`src/rtl/ct_biu_io_sync_gen.sv`:
```
// ct_biu_io_sync_gen: interrupt/debug-request synchronisers and the single-outstanding CSR handshake to L2.
// Define CT_BIU_CSR_TIMEOUT_EN to add a WAIT timeout that completes with biu_csr_err=1 and zero read data.
module ct_biu_io_sync_gen #(
  parameter int INT_NUM  = 6,
  parameter int SYNC_STG = 2,
  parameter int CSR_WD   = 64,
  parameter int CSR_RD   = 128,
  parameter int TO_CYC   = 1023
) (
  input  logic                 coreclk,
  input  logic                 cpurst_b,
  input  logic [INT_NUM-1:0]   pad_biu_int,
  output logic [INT_NUM-1:0]   biu_cp0_int,
  output logic                 biu_xx_int_wakeup,
  input  logic                 pad_biu_dbgrq_b,
  output logic                 biu_had_sdb_req_b,
  output logic                 biu_xx_dbg_wakeup,
  input  logic                 biu_csr_sel,
  input  logic [15:0]          biu_csr_op,
  input  logic [CSR_WD-1:0]    biu_csr_wdata,
  output logic                 biu_pad_csr_sel,
  output logic [16+CSR_WD-1:0] biu_pad_csr_wdata,
  input  logic                 pad_biu_csr_cmplt,
  input  logic [CSR_RD-1:0]    pad_biu_csr_rdata,
  output logic                 biu_csr_cmplt,
  output logic [CSR_RD-1:0]    biu_csr_rdata,
  output logic                 biu_csr_err
);
  typedef enum logic [1:0] {IDLE, REQ, WAIT, DONE} state_t;
  state_t state_q, state_d;
  logic [SYNC_STG-1:0][INT_NUM-1:0] int_q;
  logic [SYNC_STG-1:0] dbg_q;
  logic sel_q, to_hit;
  logic [16+CSR_WD-1:0] wdata_q;
  logic [CSR_RD-1:0] rdata_q;

  if (SYNC_STG < 2 || SYNC_STG > 4 || TO_CYC < 1 || TO_CYC > 65535) begin : g_bad_param
    $error("ct_biu_io_sync_gen: SYNC_STG or TO_CYC out of range");
  end

  always_ff @(posedge coreclk or negedge cpurst_b)
    if (!cpurst_b) begin
      int_q <= '0;
      dbg_q <= '1;
    end else begin
      int_q <= {int_q[SYNC_STG-2:0], pad_biu_int};
      dbg_q <= {dbg_q[SYNC_STG-2:0], pad_biu_dbgrq_b};
    end

  assign biu_cp0_int       = int_q[SYNC_STG-1];
  assign biu_xx_int_wakeup = |biu_cp0_int;
  assign biu_had_sdb_req_b = dbg_q[SYNC_STG-1];
  assign biu_xx_dbg_wakeup = ~biu_had_sdb_req_b;

  always_comb begin
    state_d = state_q;
    case (state_q)
      IDLE:    state_d = (biu_csr_sel && !sel_q) ? REQ : IDLE;
      REQ:     state_d = WAIT;
      WAIT:    state_d = (pad_biu_csr_cmplt || to_hit) ? DONE : WAIT;
      default: state_d = IDLE;
    endcase
  end

  always_ff @(posedge coreclk or negedge cpurst_b)
    if (!cpurst_b) begin
      state_q <= IDLE;
      sel_q   <= 1'b0;
    end else begin
      state_q <= state_d;
      sel_q   <= biu_csr_sel;
    end

  // Data registers carry no reset; they only change on capture.
  always_ff @(posedge coreclk) begin
    if (state_q == IDLE && state_d == REQ) wdata_q <= {biu_csr_op, biu_csr_wdata};
    if (state_q == WAIT && state_d == DONE) rdata_q <= pad_biu_csr_cmplt ? pad_biu_csr_rdata : '0;
  end

  assign biu_pad_csr_sel   = state_q == REQ;
  assign biu_csr_cmplt     = state_q == DONE;
  assign biu_pad_csr_wdata = wdata_q;
  assign biu_csr_rdata     = rdata_q;

`ifdef CT_BIU_CSR_TIMEOUT_EN
  logic [15:0] cnt_q;
  logic err_q;
  // Counter holds 0 outside WAIT, so it restarts at every WAIT entry.
  assign to_hit = state_q == WAIT && cnt_q == 16'(TO_CYC - 1);
  always_ff @(posedge coreclk or negedge cpurst_b)
    if (!cpurst_b) begin
      cnt_q <= '0;
      err_q <= 1'b0;
    end else begin
      cnt_q <= (state_q == WAIT) ? cnt_q + 16'd1 : '0;
      err_q <= (state_q == WAIT && state_d == DONE) ? !pad_biu_csr_cmplt : err_q;
    end
  assign biu_csr_err = err_q;
`else
  assign to_hit      = 1'b0;
  assign biu_csr_err = 1'b0;
`endif
endmodule

```
`config.mk`:
```
export PLATFORM = sky130hd
export DESIGN_NAME = ct_biu_io_sync_gen
export DESIGN_NICKNAME = d
export VERILOG_FILES = /design/src/rtl/ct_biu_io_sync_gen.sv
export SDC_FILE = /design/constraint.sdc
export NUM_CORES = 1
export LEC_CHECK = 0
export BUFFER_PORTS_ARGS = -buffer_cell sky130_fd_sc_hd__buf_2
export CORE_MARGIN = 1.5
export CORE_UTILIZATION = 28
export CTS_CLUSTER_SIZE = 20
export DETAILED_ROUTE_END_ITERATION = 12
export HOLD_SLACK_MARGIN = 0.05
export PLACE_DENSITY = 0.6
export RECOVER_POWER = 50
export SETUP_SLACK_MARGIN = 0.2
export SKIP_CTS_REPAIR_TIMING = 1
export SYNTH_ARGS = -nofsm -noshare
export SYNTH_HDL_FRONTEND = slang
export SYNTH_SLANG_ARGS = --single-unit
export TNS_END_PERCENT = 30
```
`constraint.sdc`:
```
create_clock -name coreclk -period 10.4 [get_ports coreclk]
set_input_delay 2.08 -clock coreclk [delete_from_list [all_inputs] [get_ports coreclk]]
set_output_delay 2.08 -clock coreclk [all_outputs]
set_load 0.05 [all_outputs]
```
==> results by group <==
Status
  • Outcome: finished with violations
  • Failing checks: max-capacitance violations, max-slew violations

Clock network
  • Reg clk slew, reported paths: 0.06 ns
  • H-tree depth: 1
  • CTS Buf Count: 25
  • CTS root buffer: clkbuf_16
  • CTS tree: done
  • Sinks on Clock Net: 225
  • Skew-Pair Late Insertion Delay: 0.51 ns
  • Clk buf depth: 3

Detailed routing
  • Routed vias/inst: 3.954
  • 1st-iter DRT viols: 223
  • Post-route ant nets: 0
  • Per-cell routed wire length: 16.36 µm
  • TritonRoute pass-1 iters: 4
  • Via count: 4875
  • # DRC: 0
  • Drt total wl: 20170 µm

Power
  • Leakage: 4.339 nW
  • Final Power: 3.099 mW
  • Pwr Density: 281.6 nW/µm²
  • Max IR drop VDD: 0.0001599 V

Timing
  • Fin crit period: 6.325 ns
  • Final Hold Viols: 0
  • Fmax: 0.1581 GHz
  • # setup viols final: 0
  • Final Max Slew Viols: 131
  • Clk_skew: 0.009527 ns
  • Final Cycle Share: 60.82%
  • Relative slew slack: -178.2%
  • RSZ-0062 raised after global routing: no
  • Setup_tns: 0 ns
  • Slew @ Worst Pin: 4.173 ns

Floorplan
  • IO Pins: 439
  • Die W: 169.5 µm
  • Core area: 27100 µm²
  • Die Ht: 169.5 µm
  • # rows: 60
  • Die area: 28720 µm²
  • Initial Utilization: 28.63%

Setup path
  • Crit. Startpoint: pad_biu_csr_cmplt
  • Capture point of the critical path: biu_csr_rdata[56]
  • Worst-path maximum fanout: 130
  • Crit. End Element: flip-flop
  • Arrival @ worst endpoint: 6.45 ns
  • Worst EP required: 10.53 ns
  • Reg2Reg Depth: 5
  • R2R setup slack: 7.83 ns
  • Critical R2R Launch: state_q[0]
  • Critical path launch point type: input pin
  • Worst r2r dst: biu_pad_csr_wdata[61]
  • CP Class: in -> reg

Final layout
  • Fin nets: 1063
  • Fraction of layout cells with a size suffix above 1: 44.87%
  • Register area: 6674 µm²
  • FILL cells: 2581
  • Commonest non-fill, non-tap cell in the layout: buf_2
  • Most frequent cells in the layout: 341 x buf_2, 208 x edfxtp_1, 102 x clkbuf_1
  • Non-Filler Instances: 1233
  • Cell area after layout: 11000 µm²
  • Area grow syn2layout: 41.83%
  • Multi-input gate area: 949.7 µm²

Synthesis
  • Syn nets: 617
  • Gate Count Post-Synth: 394
  • Post-synthesis instance area: 7759 µm²
  • Sequential fraction of the synthesis area: 86.02%
  • Yosys reg bits: 225
  • Synth unique cells: 20
  • Syn Area/Cell: 19.69 µm²
  • Yosys warning total: 0

Min path
  • WHS Path Cells: 0
  • Worst min-delay path startpoint: int_q[0]
  • Worst Hold Class: reg -> reg

Placement
  • Final RePlAce weighted congestion: 0.7673
  • Port Buf Inserts: 437
  • Placed Area: 10320 µm²
  • DP HPWL: 15060 µm
  • Total placed cells including tap cells: 1185

Job
  • Max_cap viols: 1

GRT
  • Total track usage: 13.34%
  • Antenna violations before repair: 4
  • First-pass GRT wire length: 29050 µm
  • Largest net degree at the start of global routing: 131
  • Grt total ovfl: 0
  • Vias in the first global route: 5040
## final cells by class
class                   instances  share of cell area, %
diodes                          3                0.06822
clock buffers                  34                  6.265
clock inverters                11                  1.001
inverters                       5                 0.1706
multi-input cells             143                  8.630
flip-flops and latches        225                  60.65
well taps                     372                  4.230
repair buffers                440                  18.99
## flip-flops by register name, indices dropped and copies added, names as in the netlist
register,flops
dbg_q,2
sel_q,1
state_q,2
int_q,6
biu_pad_csr_wdata,80
biu_csr_rdata,128
biu_cp0_int,6
## synth_stat cells
cell type | number | area share (%)
a2111oi_4 | 1 | 0.35
nor4_1 | 1 | 0.081
nand2_4 | 1 | 0.15
nor2_1 | 1 | 0.048
nand3b_1 | 1 | 0.097
nand2_1 | 2 | 0.097
dfstp_2 | 2 | 0.68
buf_2 | 3 | 0.19
and2_1 | 128 | 10
inv_1 | 5 | 0.24
clkbuf_2 | 10 | 0.65
a211oi_1 | 1 | 0.097
dfrtp_1 | 15 | 4.8
ha_1 | 4 | 0.65
buf_4 | 7 | 0.68
a21oi_1 | 1 | 0.064
nand2b_1 | 1 | 0.081
buf_6 | 1 | 0.15
edfxtp_1 | 208 | 81
conb_1 | 1 | 0.048
## critical path: stages
cell and delay, ns:
clkbuf_1 2.88, inv_1 0.36, a211oi_4 0.37, buf_4 0.68
## cells by family (layout without fill, tap and decap cells)
| group | count (synthesis) | in the layout | share of synthesized area (%) |
|---|---|---|---|
| AOI/OAI and AO/OA | 3 | 3 | 0.5161 |
| and+or+nand+nor | 135 | 135 | 10.87 |
| adders and majority gates | 4 | 4 | 0.6451 |
| other | 1 | 4 | 0.04833 |
| buffers and inverters | 26 | 490 | 1.903 |
| DFF | 225 | 225 | 86.02 |
## metal layers
metal  global-route usage (%)  wire, µm  up-vias
met5                        0         0        -
met4                    4.309       430        0
met3                    4.897      2121       28
met2                    23.56     10120      267
met1                    14.90      7503     2288
li1                         -         -     2292
## how the worst min path moves through the flow
stage / to
after floorplan: biu_cp0_int[0]
after global placement: biu_cp0_int[1]
after detailed placement: biu_cp0_int[0]
after CTS: biu_cp0_int[0]
after global routing: dbg_q[1]
final: biu_cp0_int[0]
## through the flow
stage	hold WS, ns	setup slack, ns	utilization, %
floorplan	0.3312	2.473	-
global route	0.3637	3.411	40.60
detailed placement	0.3358	5.686	38.08
CTS	0.3509	6.231	41.03
finish	0.3484	4.075	40.60
global placement	0.3333	5.729	38.08
## power breakdown
part	internal [mW]	switching (mW)
Combinational	0.148	0.816
Sequential	1.24	0.0468
Clock	0.512	0.339
Total	1.90	1.20
No activity file was read; power rests on OpenSTA's default activity.
